===== config.mk =====
export PLATFORM = sky130hd
export DESIGN_NAME = load_store_unit
export DESIGN_NICKNAME = d
export VERILOG_FILES = /design/src/rtl/load_store_unit.sv
export SDC_FILE = /design/constraint.sdc
export NUM_CORES = 1
export LEC_CHECK = 0
export BUFFER_PORTS_ARGS = -buffer_cell sky130_fd_sc_hd__buf_2
export CORE_ASPECT_RATIO = 0.75
export CORE_MARGIN = 4
export CORE_UTILIZATION = 52
export CTS_CLUSTER_DIAMETER = 120
export CTS_CLUSTER_SIZE = 28
export DETAILED_ROUTE_END_ITERATION = 12
export PLACE_DENSITY_LB_ADDON = 0.08
export SLEW_MARGIN = 30
export SYNTH_ARGS = -nofsm -noshare
export SYNTH_HDL_FRONTEND = slang
export SYNTH_SLANG_ARGS = --single-unit

===== constraint.sdc =====
create_clock -name clk -period 4.73 [get_ports clk]
set_clock_uncertainty 0.15 [all_clocks]
set_input_delay 0.7095 -clock clk [delete_from_list [all_inputs] [get_ports clk]]
set_output_delay 0.7095 -clock clk [all_outputs]
set_load 0.01 [all_outputs]

===== src/rtl/load_store_unit.sv =====
`default_nettype none
// ============================================================================
//  Module      : load_store_unit
//  Description : Single-outstanding RV32I load/store initiator for dataMemory;
//                lane-aligns stores, extends loads, flags bad accesses.
//  Revision    : 1.0  initial release
// ============================================================================
module load_store_unit #(
   parameter int MEM_LATENCY = 2,
   parameter int ERR_CNT_W   = 16
) (
   input  logic                 clk,
   input  logic                 rst,
   input  logic                 req_valid,
   output logic                 req_ready,
   input  logic                 req_is_store,
   input  logic [2:0]           req_funct3,
   input  logic [31:0]          req_addr,
   input  logic [31:0]          req_wdata,
   output logic                 resp_valid,
   output logic [31:0]          resp_rdata,
   output logic                 resp_error,
   output logic [ERR_CNT_W-1:0] err_count,
   output logic                 mem_read_enable,
   output logic [3:0]           mem_read_byte_select,
   output logic [3:0]           mem_write_byte_select,
   output logic [31:0]          mem_address,
   output logic [31:0]          mem_data_in,
   input  logic [31:0]          mem_data_out
);

   typedef enum logic [1:0] {
      S_IDLE  = 2'd0,
      S_LOAD  = 2'd1,
      S_STORE = 2'd2,
      S_RESP  = 2'd3
   } state_t;

   localparam logic [1:0]           c_LAST_CNT = 2'(MEM_LATENCY - 1);
   localparam logic [ERR_CNT_W-1:0] c_ERR_MAX  = '1;

   state_t                 r_state;
   state_t                 w_state_nxt;
   logic [1:0]             r_lat_cnt;
   logic [1:0]             w_lat_cnt_nxt;
   logic [2:0]             r_funct3;
   logic [2:0]             w_funct3_nxt;
   logic [1:0]             r_lane;
   logic [1:0]             w_lane_nxt;

   logic                   r_resp_valid;
   logic                   w_resp_valid;
   logic [31:0]            r_resp_rdata;
   logic [31:0]            w_resp_rdata;
   logic                   r_resp_error;
   logic                   w_resp_error;
   logic [ERR_CNT_W-1:0]   r_err_count;
   logic [ERR_CNT_W-1:0]   w_err_count;
   logic                   r_mem_read_enable;
   logic                   w_mem_read_enable;
   logic [3:0]             r_mem_read_byte_select;
   logic [3:0]             w_mem_read_byte_select;
   logic [3:0]             r_mem_write_byte_select;
   logic [3:0]             w_mem_write_byte_select;
   logic [31:0]            r_mem_address;
   logic [31:0]            w_mem_address;
   logic [31:0]            r_mem_data_in;
   logic [31:0]            w_mem_data_in;

   logic                   w_req_ready;
   logic                   w_req_illegal;
   logic                   w_req_misaligned;
   logic                   w_req_error;
   logic [3:0]             w_store_sel;
   logic [31:0]            w_store_data;
   logic [31:0]            w_shifted;
   logic [31:0]            w_load_data;

   assign w_req_ready = (r_state == S_IDLE);

   // Request decode, evaluated on the raw inputs so the accept edge can
   // register the first-cycle strobes directly.
   always_comb begin
      if (req_is_store) begin
         w_req_illegal = (req_funct3 >= 3'd3);
      end else begin
         w_req_illegal = (req_funct3 == 3'd3) || (req_funct3 == 3'd6) ||
                         (req_funct3 == 3'd7);
      end
      w_req_misaligned = ((req_funct3[1:0] == 2'b01) && req_addr[0]) ||
                         ((req_funct3[1:0] == 2'b10) && (req_addr[1:0] != 2'b00));
      w_req_error      = w_req_illegal || w_req_misaligned;
   end

   always_comb begin
      case (req_funct3[1:0])
         2'b00: begin
            w_store_sel  = 4'b0001 << req_addr[1:0];
            w_store_data = {4{req_wdata[7:0]}};
         end
         2'b01: begin
            w_store_sel  = 4'b0011 << req_addr[1:0];
            w_store_data = {2{req_wdata[15:0]}};
         end
         default: begin
            w_store_sel  = 4'b1111;
            w_store_data = req_wdata;
         end
      endcase
   end

   assign w_shifted = mem_data_out >> {r_lane, 3'b000};

   always_comb begin
      case (r_funct3)
         3'b000:  w_load_data = {{24{w_shifted[7]}}, w_shifted[7:0]};
         3'b001:  w_load_data = {{16{w_shifted[15]}}, w_shifted[15:0]};
         3'b010:  w_load_data = mem_data_out;
         3'b100:  w_load_data = {24'd0, w_shifted[7:0]};
         3'b101:  w_load_data = {16'd0, w_shifted[15:0]};
         default: w_load_data = 32'd0;
      endcase
   end

   always_comb begin
      w_state_nxt             = r_state;
      w_lat_cnt_nxt           = r_lat_cnt;
      w_funct3_nxt            = r_funct3;
      w_lane_nxt              = r_lane;
      w_resp_valid            = 1'b0;
      w_resp_rdata            = 32'd0;
      w_resp_error            = 1'b0;
      w_err_count             = r_err_count;
      w_mem_read_enable       = 1'b0;
      w_mem_read_byte_select  = 4'b0000;
      w_mem_write_byte_select = 4'b0000;
      w_mem_address           = 32'd0;
      w_mem_data_in           = 32'd0;

      case (r_state)
         S_IDLE: begin
            if (req_valid && w_req_ready) begin
               w_funct3_nxt = req_funct3;
               w_lane_nxt   = req_addr[1:0];
               if (w_req_error) begin
                  w_state_nxt  = S_RESP;
                  w_resp_valid = 1'b1;
                  w_resp_error = 1'b1;
                  if (r_err_count != c_ERR_MAX) begin
                     w_err_count = r_err_count + 1'b1;
                  end
               end else if (req_is_store) begin
                  w_state_nxt             = S_STORE;
                  w_mem_write_byte_select = w_store_sel;
                  w_mem_data_in           = w_store_data;
                  w_mem_address           = {req_addr[31:2], 2'b00};
               end else begin
                  w_state_nxt            = S_LOAD;
                  w_lat_cnt_nxt          = 2'd0;
                  w_mem_read_enable      = 1'b1;
                  w_mem_read_byte_select = 4'b1111;
                  w_mem_address          = {req_addr[31:2], 2'b00};
               end
            end
         end
         S_LOAD: begin
            if (r_lat_cnt == c_LAST_CNT) begin
               w_state_nxt  = S_RESP;
               w_resp_valid = 1'b1;
               w_resp_rdata = w_load_data;
            end else begin
               w_lat_cnt_nxt          = r_lat_cnt + 2'd1;
               w_mem_read_enable      = 1'b1;
               w_mem_read_byte_select = 4'b1111;
               w_mem_address          = r_mem_address;
            end
         end
         S_STORE: begin
            w_state_nxt  = S_RESP;
            w_resp_valid = 1'b1;
         end
         S_RESP: begin
            w_state_nxt = S_IDLE;
         end
         default: begin
            w_state_nxt = S_IDLE;
         end
      endcase
   end

   always_ff @(posedge clk) begin
      if (rst) begin
         r_state                 <= S_IDLE;
         r_lat_cnt               <= 2'd0;
         r_funct3                <= 3'd0;
         r_lane                  <= 2'd0;
         r_resp_valid            <= 1'b0;
         r_resp_rdata            <= 32'd0;
         r_resp_error            <= 1'b0;
         r_err_count             <= '0;
         r_mem_read_enable       <= 1'b0;
         r_mem_read_byte_select  <= 4'b0000;
         r_mem_write_byte_select <= 4'b0000;
         r_mem_address           <= 32'd0;
         r_mem_data_in           <= 32'd0;
      end else begin
         r_state                 <= w_state_nxt;
         r_lat_cnt               <= w_lat_cnt_nxt;
         r_funct3                <= w_funct3_nxt;
         r_lane                  <= w_lane_nxt;
         r_resp_valid            <= w_resp_valid;
         r_resp_rdata            <= w_resp_rdata;
         r_resp_error            <= w_resp_error;
         r_err_count             <= w_err_count;
         r_mem_read_enable       <= w_mem_read_enable;
         r_mem_read_byte_select  <= w_mem_read_byte_select;
         r_mem_write_byte_select <= w_mem_write_byte_select;
         r_mem_address           <= w_mem_address;
         r_mem_data_in           <= w_mem_data_in;
      end
   end

   assign req_ready             = w_req_ready;
   assign resp_valid            = r_resp_valid;
   assign resp_rdata            = r_resp_rdata;
   assign resp_error            = r_resp_error;
   assign err_count             = r_err_count;
   assign mem_read_enable       = r_mem_read_enable;
   assign mem_read_byte_select  = r_mem_read_byte_select;
   assign mem_write_byte_select = r_mem_write_byte_select;
   assign mem_address           = r_mem_address;
   assign mem_data_in           = r_mem_data_in;

endmodule
`default_nettype wire


* Word level (Yosys, flattened, before mapping)
Cells that the tools add are included.
** Word-level totals
- Output and inout bits :: 124
- Input bits :: 103
- Flip-flop bits (word level) :: 132
** Cells by class
- Muxes and demuxes :: 32
- Add/subtract/negate cells :: 2
- Equality and inequality tests :: 19
- Shift-type cells :: 3
- Reduce and logical (&&, ||, !) cells :: 19
- Bitwise gates (word level) :: 5
- Magnitude comparators :: 1
** Operators by type and width (number)
- $pmux 32 s5 :: 1
- $pmux 32 s2 :: 2
- $mux 32 :: 3
- $shr 32x5->16 :: 1
- $add 16x1->16 const B :: 1
- $mux 2 :: 8
- $mux 4 :: 4
- $ne 16x16->1 const B :: 1
- $pmux 4 s2 :: 2
- $eq 3x3->1 const B :: 4
- $mux 1 :: 8
- $ne 2x2->1 const B :: 4
- $pmux 2 s4 :: 1
- $eq 2x1->1 const B :: 3
- $eq 2x2->1 const B :: 3
- $eq 3x2->1 const B :: 2
- $not 1->1 :: 5
- $reduce_and 5->1 :: 1
- $reduce_or 5->1 :: 1
- $logic_not 2->1 :: 2
- $logic_or 1x1->1 :: 4
- $pmux 2 s2 :: 1
- $reduce_and 2->1 :: 2
- $reduce_and 4->1 :: 1
- 13 further kinds :: 16

* Depth between registers and ports, before layout
Gate-level depths: netlist of run 1.
- Word-level depth :: 8
- Depth in mapped cells :: 9
- Gate-level depth less buffers :: 6

* Least setup slack after synthesis of run 1
OpenSTA, ideal clock, no wires.
- Path kind :: input to register
- Start :: input req_funct3[0]
- End :: register r_mem_data_in[22], in the netlist mem_data_in[22]
- Data required time :: 4.516 ns
- Arrival :: 2.338 ns
- Cell stages on the path :: 7
- Buffers on the path :: 3
- Path slack :: 2.178 ns
- Cell sequence :: buf_2 -> or4_4 -> a21o_1 -> or3b_1 -> buf_6 -> buf_12 -> nor2_4
** On the way
- Cells in the longest elaborated chain, start to end :: 6
** RTL lines
- from (decl) :: line 17 : input logic [2:0] req_funct3,
- branches (longest 6 deep; another with $ge 3x2->1)
- to (signal assigned) :: line 219 : r_mem_data_in <= w_mem_data_in;
- to (decl) :: line 67 : logic [31:0] r_mem_data_in;
Parallel ways; which one is timed is not known.
A chain may end at the register's enable or synchronous reset.

* Worst setup path in the final report of run 1
- Start :: register r_state[0]
- End :: register r_err_count[11], in the netlist err_count[11]
** On the way
- Cells in the longest elaborated chain, start to end :: 3
** RTL lines
- from (decl) :: line 42 : state_t r_state;
- from (signal assigned) :: line 207 : r_state <= w_state_nxt;
- $logic_not 2->1 (*) :: line 79, 140
- $logic_and 1x1->1 :: line 142 : if (req_valid && w_req_ready) begin
- $reduce_and 4->1 (no source line) (*)
- to (signal assigned) :: line 214 : r_err_count <= w_err_count;
- to (decl) :: line 57 : logic [ERR_CNT_W-1:0] r_err_count;
Every way passes the cells marked *; elsewhere a longest branch is shown, timed or not.

==> results.sh, run 1 <==
export IMPL_cpLargestDelayFamily="simple AND/OR/NAND/NOR gates"
export IMPL_core_um2=9890
export IMPL_syn_mean_instance_area_um2=9.13
export IMPL_slew_headroom_pct=54.6
export IMPL_ys_warn_count=0
export IMPL_path_cells="inv_1 -> ha_1 -> and2_1 -> nand3_2 -> nor4_1 -> mux2_2"
export IMPL_synth_compound_area_share_pct=18.5
export IMPL_track_usage_pct=23.6
export IMPL_cts_sinks=126
export IMPL_area_growth_syn_to_layout_pct=31.9
export IMPL_synth_seq_cells=126
export IMPL_die_h_um=96.2
export IMPL_drtAntennaViolNets=0
export IMPL_slew_violations=0
export IMPL_clkTransAtPathRegs_ps=50
export IMPL_muxShareOfSynthArea_pct=7.39
export IMPL_hpwl_um=10700
export IMPL_synthXorXnorAreaFrac_pct=0
export IMPL_dr_total_vias=5123
export IMPL_seq_power_share_pct=37.0
export IMPL_antenna_found_initial=1
export IMPL_fin_util_pct=71.8
export IMPL_start_util_pct=54.5
export IMPL_routed_wl_um=14800
export IMPL_status="completed"
export IMPL_fin_nets=896
export IMPL_synth_edf_count=0
export IMPL_yosysTopAreaCell="dfxtp_1"
export IMPL_cts_buffers=17
export IMPL_cts_resized=0
export IMPL_ys_seq_area_share_pct=46.8
export IMPL_cp_slowest_cell="nand3_2"
export IMPL_worst_path_max_fanout=31
export IMPL_ys_flop_type="dfxtp_1"
export IMPL_grt_pass1_vias=4954
export IMPL_setup_tns_ps=0
export IMPL_finalHoldViolCount=0
export IMPL_setup_viol=0
export IMPL_cp_arrival_ps=2870
export IMPL_post_cts_setup_buffers=0
export IMPL_n_antenna_cell=0
export IMPL_critPathLaunchType="flop"
export IMPL_cts_root_buf="clkbuf_16"
export IMPL_gp_congestion=0.809
export IMPL_p_leak_nw=3.23
export IMPL_clock_latency_ps=400
export IMPL_drive_above_1_share_pct=37.3
export IMPL_synthSimpleGateAreaFrac_pct=20.0
export IMPL_overflow=0
export IMPL_cts_hold_buf=0
export IMPL_critPathBufInv=1
export IMPL_max_cap_violations=0
export IMPL_via_per_inst=5.50
export IMPL_synth_distinct_cells=56
export IMPL_drt_pass1_iterations=5
export IMPL_fillers=830
export IMPL_die_area_um2=12100
export IMPL_critPathMaxStageDelay_ps=480
export IMPL_cts_tree="done"
export IMPL_drtIter0Drc=286
export IMPL_finalCritPeriodShare_pct=57.9
export IMPL_grt_pass1_wl_um=23500
export IMPL_grt_max_degree=37
export IMPL_htreeDepth=4
export IMPL_postSynthCellCount=590
export IMPL_p_per_area_nw_per_um2=451
export IMPL_tightest_slew_ps=681
export IMPL_async_flop_share_pct=0
export IMPL_die_w_um=126
export IMPL_min_path_type="reg -> reg"
export IMPL_power_switching_mw=0.939
export IMPL_cts_path_max_buffers=2
export IMPL_portBuffers=224
export IMPL_io_pins=227
export IMPL_power_frac_clock_pct=42.2
export IMPL_peakVddDrop_mv=0.399
export IMPL_synthAdderAreaFrac_pct=1.39
export IMPL_yosys_top_cells_count="dfxtp_1 (126), nand2_1 (66), a21oi_1 (59)"
export IMPL_crit_required_ps=4870
export IMPL_netlist_area_leader_share_pct=46.8
export IMPL_synth_top_family_by_area="simple AND/OR/NAND/NOR gates"
export IMPL_max_freq_ghz=0.365
export IMPL_syn_area_um2=5390
export IMPL_combinationalPowerShare_pct=20.8
export IMPL_rows=31
export IMPL_p_int_mw=2.26
export IMPL_yosysMostFrequentCell="dfxtp_1"
export IMPL_drc_errors=0
export IMPL_wire_per_inst_um=15.8
export IMPL_path_class="reg -> reg"
export IMPL_rsz0062_at_grt="false"
export IMPL_post_route_min_period_ps=2740
export IMPL_power_share_switching_pct=29.3
export IMPL_worstSetupEndpointType="flop"
export IMPL_synth_area_top_cells="dfxtp_1 (47%), mux2i_1 (6.1%), a21oi_1 (5.5%), a22oi_1 (5.2%), nand2_1 (4.6%)"
==> flip-flops by register name, summed over array words and instances (netlist names), 2 cells and up <==
| register | cells |
|---|---|
| err_count | 16 |
| mem_address | 30 |
| mem_data_in | 32 |
| mem_write_byte_select | 4 |
| r_funct3 | 3 |
| r_lane | 2 |
| r_lat_cnt | 2 |
| r_state | 2 |
| resp_rdata | 32 |
==> cell usage in the layout, fill, tap and decap left out, types with 14 or more instances in the layout <==
cell and n:
buf_2 224, dfxtp_1 125, nand2_1 66, a21oi_1 59, nor2_1 56, a22oi_1 37
mux2i_1 33, clkbuf_16 17, nor2_4 14
==> cells by family (layout without fill, tap and decap cells) <==
logic type	count (synthesis)	in the layout
flip-flops	126	126
AND/OR/NAND/NOR	205	205
multiplexers	39	39
adder cells (fa/ha/maj)	6	6
buffers and inverters	63	272
other	1	2
AO/OA/AOI/OAI	150	150
==> stage by stage <==
stage          hold WS, ps  area [um^2]  instances  worst slack [ps]  total power, mW
3_5_place_dp           344         6480        900              1350             1.86
3_3_place_gp           335         6440        897              1390             1.83
6_report               355         7110        932              1990             3.20
5_1_grt                387         7110        932              1760             3.35
4_1_cts                357         7100        932              1660             3.22
2_1_floorplan          316         5390        591              2180             1.67
==> metal layers <==
metal / GRT usage, % / up-vias / part of all wire [%]
met5: 0 / - / 0.075
met4: 8.30 / 2 / 1.5
met3: 7.82 / 26 / 8.3
met2: 39.0 / 194 / 48
met1: 29.3 / 2425 / 42
li1: - / 2476 / -
==> power by group through the flow <==
stage	clock network, mW	logic, mW	registers (mW)
5_1_grt	1.42	0.736	1.19
3_3_place_gp	0	0.632	1.20
2_1_floorplan	0	0.472	1.19
4_1_cts	1.37	0.664	1.18
3_5_place_dp	0	0.659	1.21
6_report	1.35	0.666	1.18
==> worst register-to-register path, stage by stage, from the launching register on <==
cell and delay [ps]:
dfxtp_1 340, inv_1 90, ha_1 370, and2_1 340
nand3_2 490, nor4_1 470, mux2_2 370
==> area by class of cell <==
cell class,instances,area (um^2),area share (%)
multi-input cells,402,2590,36.4
flip-flops and latches,126,2520,35.5
repair buffers,230,1180,16.6
clock buffers,21,450,6.34
clock inverters,11,165,2.32
well taps,132,165,2.32
inverters,10,37.5,0.528
==> path summary, 6_finish.rpt <==
kind	slack [ps]	end	startpoint	cells after the start
hold / removal	360	mem_address[24]$_SDFFE_PP0N_	mem_address[24]$_SDFFE_PP0N_	2
hold reg to reg	360	mem_address[24]$_SDFFE_PP0N_	mem_address[24]$_SDFFE_PP0N_	2
setup / recovery	1990	err_count[11]$_SDFFE_PP0P_	r_state[0]$_SDFFE_PP0P_	6
setup reg to reg	1990	err_count[11]$_SDFFE_PP0P_	r_state[0]$_SDFFE_PP0P_	6
Note: power is estimated with default switching activity, not from simulation.
==> run 2, diff against run 1 <==
--- a/config.mk
+++ b/config.mk
@@ -8,7 +8,7 @@
 export BUFFER_PORTS_ARGS = -buffer_cell sky130_fd_sc_hd__buf_2
 export CORE_ASPECT_RATIO = 0.75
 export CORE_MARGIN = 4
-export CORE_UTILIZATION = 52
+export CORE_UTILIZATION = 48
 export CTS_CLUSTER_DIAMETER = 120
 export CTS_CLUSTER_SIZE = 28
 export DETAILED_ROUTE_END_ITERATION = 12
==> constraint.sdc (replaced) <==
create_clock -name clk -period 2.6 [get_ports clk]
set_clock_uncertainty 0.15 [all_clocks]
set_input_delay 0.39 -clock clk [delete_from_list [all_inputs] [get_ports clk]]
set_output_delay 0.39 -clock clk [all_outputs]
set_load 0.01 [all_outputs]
==> run 2 against run 1 <==
Maximum frequency up 23%. Via count down 1.6%. Non-clock buffer count up 9. Highest routed layer is now met4.
==> results.sh, run 2 (synthesis gave the netlist of run 1 again) <==
export IMPL_status="completed"
export IMPL_drive_above_1_share_pct=37.3
export IMPL_n_antenna_cell=0
export IMPL_wire_per_inst_um=15.3
export IMPL_cts_resized=0
export IMPL_critPathMaxStageDelay_ps=380
export IMPL_finalHoldViolCount=0
export IMPL_cts_buffers=17
export IMPL_io_pins=227
export IMPL_final_common_cell="buf_2"
export IMPL_portBuffers=224
export IMPL_rsz0062_at_grt="false"
export IMPL_routed_wl_um=14500
export IMPL_holdPathStages=3
export IMPL_wl_met3_um=1240
export IMPL_start_util_pct=49.2
export IMPL_die_area_um2=13000
export IMPL_path_class="reg -> reg"
export IMPL_p_per_area_nw_per_um2=793
export IMPL_route_met2_wl_um=6750
export IMPL_power_total_mw=5.65
export IMPL_met1_length_um=6360
export IMPL_regToRegSetupSlack_ps=380
export IMPL_top_layer="met4"
export IMPL_fin_nets=905
export IMPL_track_usage_pct=22.2
export IMPL_cts_root_buf="clkbuf_16"
export IMPL_worst_path_max_fanout=31
export IMPL_slew_violations=0
export IMPL_max_cap_violations=0
export IMPL_tightest_slew_ps=614
export IMPL_antenna_found_initial=0
export IMPL_gp_congestion=0.826
export IMPL_worstSetupEndpointType="flop"
export IMPL_drc_errors=0
export IMPL_die_w_um=130
export IMPL_slew_headroom_pct=59.0
export IMPL_hold_end="mem_address[31]$_SDFFE_PP0N_"
export IMPL_dr_total_vias=5042
export IMPL_finalCritPeriodShare_pct=85.5
export IMPL_via_per_inst=5.32
export IMPL_grt_pass1_wl_um=23500
export IMPL_critical_path_startpoint="r_state[0]$_SDFFE_PP0P_"
export IMPL_drtIter0Drc=341
export IMPL_place_ws_ps=191
export IMPL_p_leak_nw=3.25
export IMPL_clkTransAtPathRegs_ps=50
export IMPL_whs_ps=77.9
export IMPL_layout_setup_ws_ps=376
export IMPL_cts_sinks=126
export IMPL_reg2reg_depth=7
export IMPL_htreeDepth=4
export IMPL_setup_viol=0
export IMPL_cpLargestDelayFamily="simple AND/OR/NAND/NOR gates"
export IMPL_final_cell_mix="buf_2 (224), dfxtp_1 (126), nand2_1 (66)"
export IMPL_min_path_type="in -> reg"
export IMPL_cts_path_max_buffers=2
export IMPL_cts_tree="done"
export IMPL_setup_tns_ps=0
export IMPL_overflow=0
export IMPL_grt_max_degree=38
export IMPL_path_cells="inv_1 -> ha_1 -> and2_1 -> nand3_1 -> buf_12 -> nor4_1 -> mux2_2"
export IMPL_drtAntennaViolNets=0
export IMPL_rows=33
export IMPL_core_um2=10900
export IMPL_post_dp_cell_area_um2=6570
export IMPL_area_growth_syn_to_layout_pct=32.3
export IMPL_min_delay_start="req_addr[31]"
export IMPL_r2r_end="err_count[15]$_SDFFE_PP0P_"
export IMPL_critPathLaunchType="flop"
export IMPL_drt_pass1_iterations=5
export IMPL_max_freq_ghz=0.450
export IMPL_grt_pass1_vias=4933
export IMPL_hpwl_um=10500
export IMPL_crit_required_ps=2730
export IMPL_reg2reg_from="r_state[0]$_SDFFE_PP0P_"
export IMPL_peakVddDrop_mv=0.465
export IMPL_die_h_um=99.8
export IMPL_post_cts_setup_buffers=0
export IMPL_cp_arrival_ps=2360
export IMPL_cts_hold_buf=0
export IMPL_cp_slowest_cell="mux2_2"
export IMPL_clock_latency_ps=400
export IMPL_design_area_um2=7130
export IMPL_post_route_min_period_ps=2220
export IMPL_critPathBufInv=2
[run 2: power by group]
| group | switching, mW | total [mW] | internal, mW |
|---|---|---|---|
| clock network | 0.789 | 2.24 | 1.45 |
| registers | 0.0813 | 2.12 | 2.04 |
| logic | 0.798 | 1.29 | 0.496 |
[run 2: worst max-delay path by stage]
stage | cells after the start | slack [ps] | to
after floorplan | 7 | 370 | mem_data_in[22]$_SDFF_PP0_
after global placement | 6 | 240 | mem_data_in[14]$_SDFF_PP0_
after detailed placement | 6 | 190 | mem_data_in[12]$_SDFF_PP0_
after CTS | 7 | 390 | err_count[15]$_SDFFE_PP0P_
after global routing | 7 | 200 | err_count[15]$_SDFFE_PP0P_
final | 7 | 380 | err_count[15]$_SDFFE_PP0P_
[run 2: final cells by class]
class / count / area (um^2)
tap: 140 / 175
clock inverter: 7 / 87.6
multi-input combinational: 402 / 2570
inverter: 10 / 37.5
clock buffer: 24 / 472
timing repair buffer: 239 / 1260
fill: 946 / 3810
sequential: 126 / 2520
[run 2: worst min-delay path, cell delays in order]
cell,delay (ps)
buf_2,70
a22oi_1,50
nor2_1,70
[run 2: layer usage]
| layer | GRT usage [%] | vias to the layer above |
|---|---|---|
| met2 | 35.2 | 185 |
| met3 | 5.80 | 13 |
| li1 | - | 2499 |
| met4 | 6.56 | 0 |
| met5 | 0 | - |
| met1 | 30.0 | 2345 |
[run 2: stage by stage]
| stage | utilization [%] | cells |
|---|---|---|
| after floorplan | - | 591 |
| after global placement | 60.0 | 917 |
| after detailed placement | 60.0 | 917 |
| after CTS | 65.1 | 948 |
| after global routing | 65.1 | 948 |
| final | 65.1 | 948 |
==> run 3, diff against run 2 <==
--- a/config.mk
+++ b/config.mk
@@ -7,7 +7,6 @@
 export LEC_CHECK = 0
 export BUFFER_PORTS_ARGS = -buffer_cell sky130_fd_sc_hd__buf_2
 export CORE_ASPECT_RATIO = 0.75
-export CORE_MARGIN = 4
 export CORE_UTILIZATION = 48
 export CTS_CLUSTER_DIAMETER = 120
 export CTS_CLUSTER_SIZE = 28
==> run 3 against run 2 <==
Maximum frequency shrank 2.9%. First-iteration DRC count shrank 14%. Clock power grew 10%.
==> results.sh, run 3 (synthesis gave the netlist of run 1 again) <==
export IMPL_max_cap_violations=0
export IMPL_reg2reg_from="r_state[1]$_SDFFE_PP0P_"
export IMPL_start_util_pct=49.2
export IMPL_tightest_slew_ps=619
export IMPL_min_delay_start="req_addr[2]"
export IMPL_final_cell_mix="buf_2 (224), dfxtp_1 (126), nand2_1 (66)"
export IMPL_htreeDepth=4
export IMPL_setup_tns_ps=0
export IMPL_cts_tree="done"
export IMPL_combinationalPowerShare_pct=22.3
export IMPL_grt_max_degree=33
export IMPL_power_share_switching_pct=28.6
export IMPL_portBuffers=224
export IMPL_power_frac_clock_pct=41.8
export IMPL_drc_errors=0
export IMPL_slew_violations=0
export IMPL_p_leak_nw=3.30
export IMPL_cts_root_buf="clkbuf_16"
export IMPL_power_switching_mw=1.69
export IMPL_overflow=0
export IMPL_die_area_um2=11700
export IMPL_seq_power_share_pct=35.9
export IMPL_via_per_inst=5.39
export IMPL_dr_total_vias=5140
export IMPL_status="completed"
export IMPL_clock_latency_ps=410
export IMPL_path_class="reg -> reg"
export IMPL_track_usage_pct=24.3
export IMPL_routed_wl_um=14200
export IMPL_fillers=931
export IMPL_crit_required_ps=2790
export IMPL_drt_pass1_iterations=4
export IMPL_die_w_um=124
export IMPL_antenna_found_initial=1
export IMPL_min_path_type="in -> reg"
export IMPL_final_common_cell="buf_2"
export IMPL_regToRegSetupSlack_ps=310
export IMPL_cts_resized=0
export IMPL_grt_pass1_vias=4642
export IMPL_critPathLaunchType="flop"
export IMPL_rows=33
export IMPL_cp_arrival_ps=2480
export IMPL_peakVddDrop_mv=0.566
export IMPL_finalHoldViolCount=0
export IMPL_reg2reg_depth=7
export IMPL_core_um2=10900
export IMPL_gp_congestion=0.840
export IMPL_cts_path_max_buffers=2
export IMPL_clkTransAtPathRegs_ps=50
export IMPL_wire_per_inst_um=14.9
export IMPL_worstSetupEndpointType="flop"
export IMPL_r2r_end="err_count[14]$_SDFFE_PP0P_"
export IMPL_hold_end="mem_address[2]$_SDFFE_PP0N_"
export IMPL_max_freq_ghz=0.437
export IMPL_rsz0062_at_grt="false"
export IMPL_post_route_min_period_ps=2290
export IMPL_fin_nets=910
export IMPL_cts_hold_buf=0
export IMPL_post_cts_setup_buffers=0
export IMPL_grt_pass1_wl_um=22600
export IMPL_hpwl_um=10100
export IMPL_holdPathStages=3
export IMPL_p_per_area_nw_per_um2=819
export IMPL_drtAntennaViolNets=0
export IMPL_drive_above_1_share_pct=37.8
export IMPL_io_pins=227
export IMPL_power_total_mw=5.91
export IMPL_die_h_um=93.8
export IMPL_drtIter0Drc=293
export IMPL_area_growth_syn_to_layout_pct=33.8
export IMPL_p_int_mw=4.22
export IMPL_setup_viol=0
export IMPL_cts_buffers=17
export IMPL_cts_sinks=126
export IMPL_worst_path_max_fanout=12
export IMPL_slew_headroom_pct=58.6
export IMPL_finalCritPeriodShare_pct=88.1
-- run 3: changes by cell type in the layout (fill, tap and decap cells not counted) --
| cell | delta |
|---|---|
| clkinvlp_4 | -1 |
| diode_2 | +1 |
| buf_4 | +6 |
| clkbuf_8 | +1 |
| clkbuf_1 | -2 |
| buf_12 | -1 |
| bufinv_16 | +2 |
| clkinv_2 | -1 |
-- run 3: final cells by class --
| class | count | area, um^2 | area share, % |
|---|---|---|---|
| inverter | 10 | 37.5 | 0.521 |
| sequential | 126 | 2520 | 35.0 |
| tap | 140 | 175 | 2.43 |
| timing repair buffer | 244 | 1280 | 17.8 |
| clock inverter | 7 | 135 | 1.87 |
| clock buffer | 23 | 478 | 6.63 |
| antenna | 1 | 2.50 | 0.0347 |
| multi-input combinational | 402 | 2570 | 35.7 |
-- run 3: per-stage QoR --
step           instance area [um^2]  hold WS, ps  cells  worst slack, ps  util [%]
6_report                       7210         68.6    953              310      65.9
5_1_grt                        7210         64.4    952             82.3      65.9
4_1_cts                        7210         59.9    952              323      65.9
3_5_place_dp                   6590          343    922              154      60.3
3_3_place_gp                   6590          333    922              236      60.3
2_1_floorplan                  5390          316    591              368         -
-- run 3: routing by layer --
layer | track usage (%) | up-vias | routed length [um]
li1 | - | 2507 | -
met1 | 31.3 | 2418 | 6390
met2 | 38.4 | 205 | 6600
met3 | 8.09 | 10 | 1110
met4 | 7.53 | 0 | 120
met5 | 0 | - | 0
-- run 3: worst max-delay path by stage --
| stage | start | depth (start not counted) | endpoint | slack, ps |
|---|---|---|---|---|
| CTS | r_state[1]$_SDFFE_PP0P_ | 7 | err_count[14]$_SDFFE_PP0P_ | 320 |
| detailed placement | req_addr[0] | 6 | mem_data_in[15]$_SDFF_PP0_ | 150 |
| floorplan | req_funct3[0] | 7 | mem_data_in[22]$_SDFF_PP0_ | 370 |
| global route | r_state[0]$_SDFFE_PP0P_ | 7 | err_count[3]$_SDFFE_PP0P_ | 80 |
| finish | r_state[1]$_SDFFE_PP0P_ | 7 | err_count[14]$_SDFFE_PP0P_ | 310 |
| global placement | req_addr[0] | 6 | mem_data_in[8]$_SDFF_PP0_ | 240 |
-- run 3: worst max-delay path, stage by stage, from the launching register on --
cell,delay [ps]
dfxtp_1,330
inv_1,90
ha_1,160
and2_1,150
nand3_1,370
buf_4,310
or4_1,500
a21oi_1,150
-- run 3: power groups by stage --
| stage | clock (mW) | sequential [mW] | combinational (mW) |
|---|---|---|---|
| detailed placement | 0 | 2.16 | 1.30 |
| finish | 2.47 | 2.12 | 1.32 |
| floorplan | 0 | 2.17 | 0.859 |
| global placement | 0 | 2.15 | 1.27 |
| CTS | 2.51 | 2.12 | 1.31 |
| global route | 2.60 | 2.13 | 1.45 |
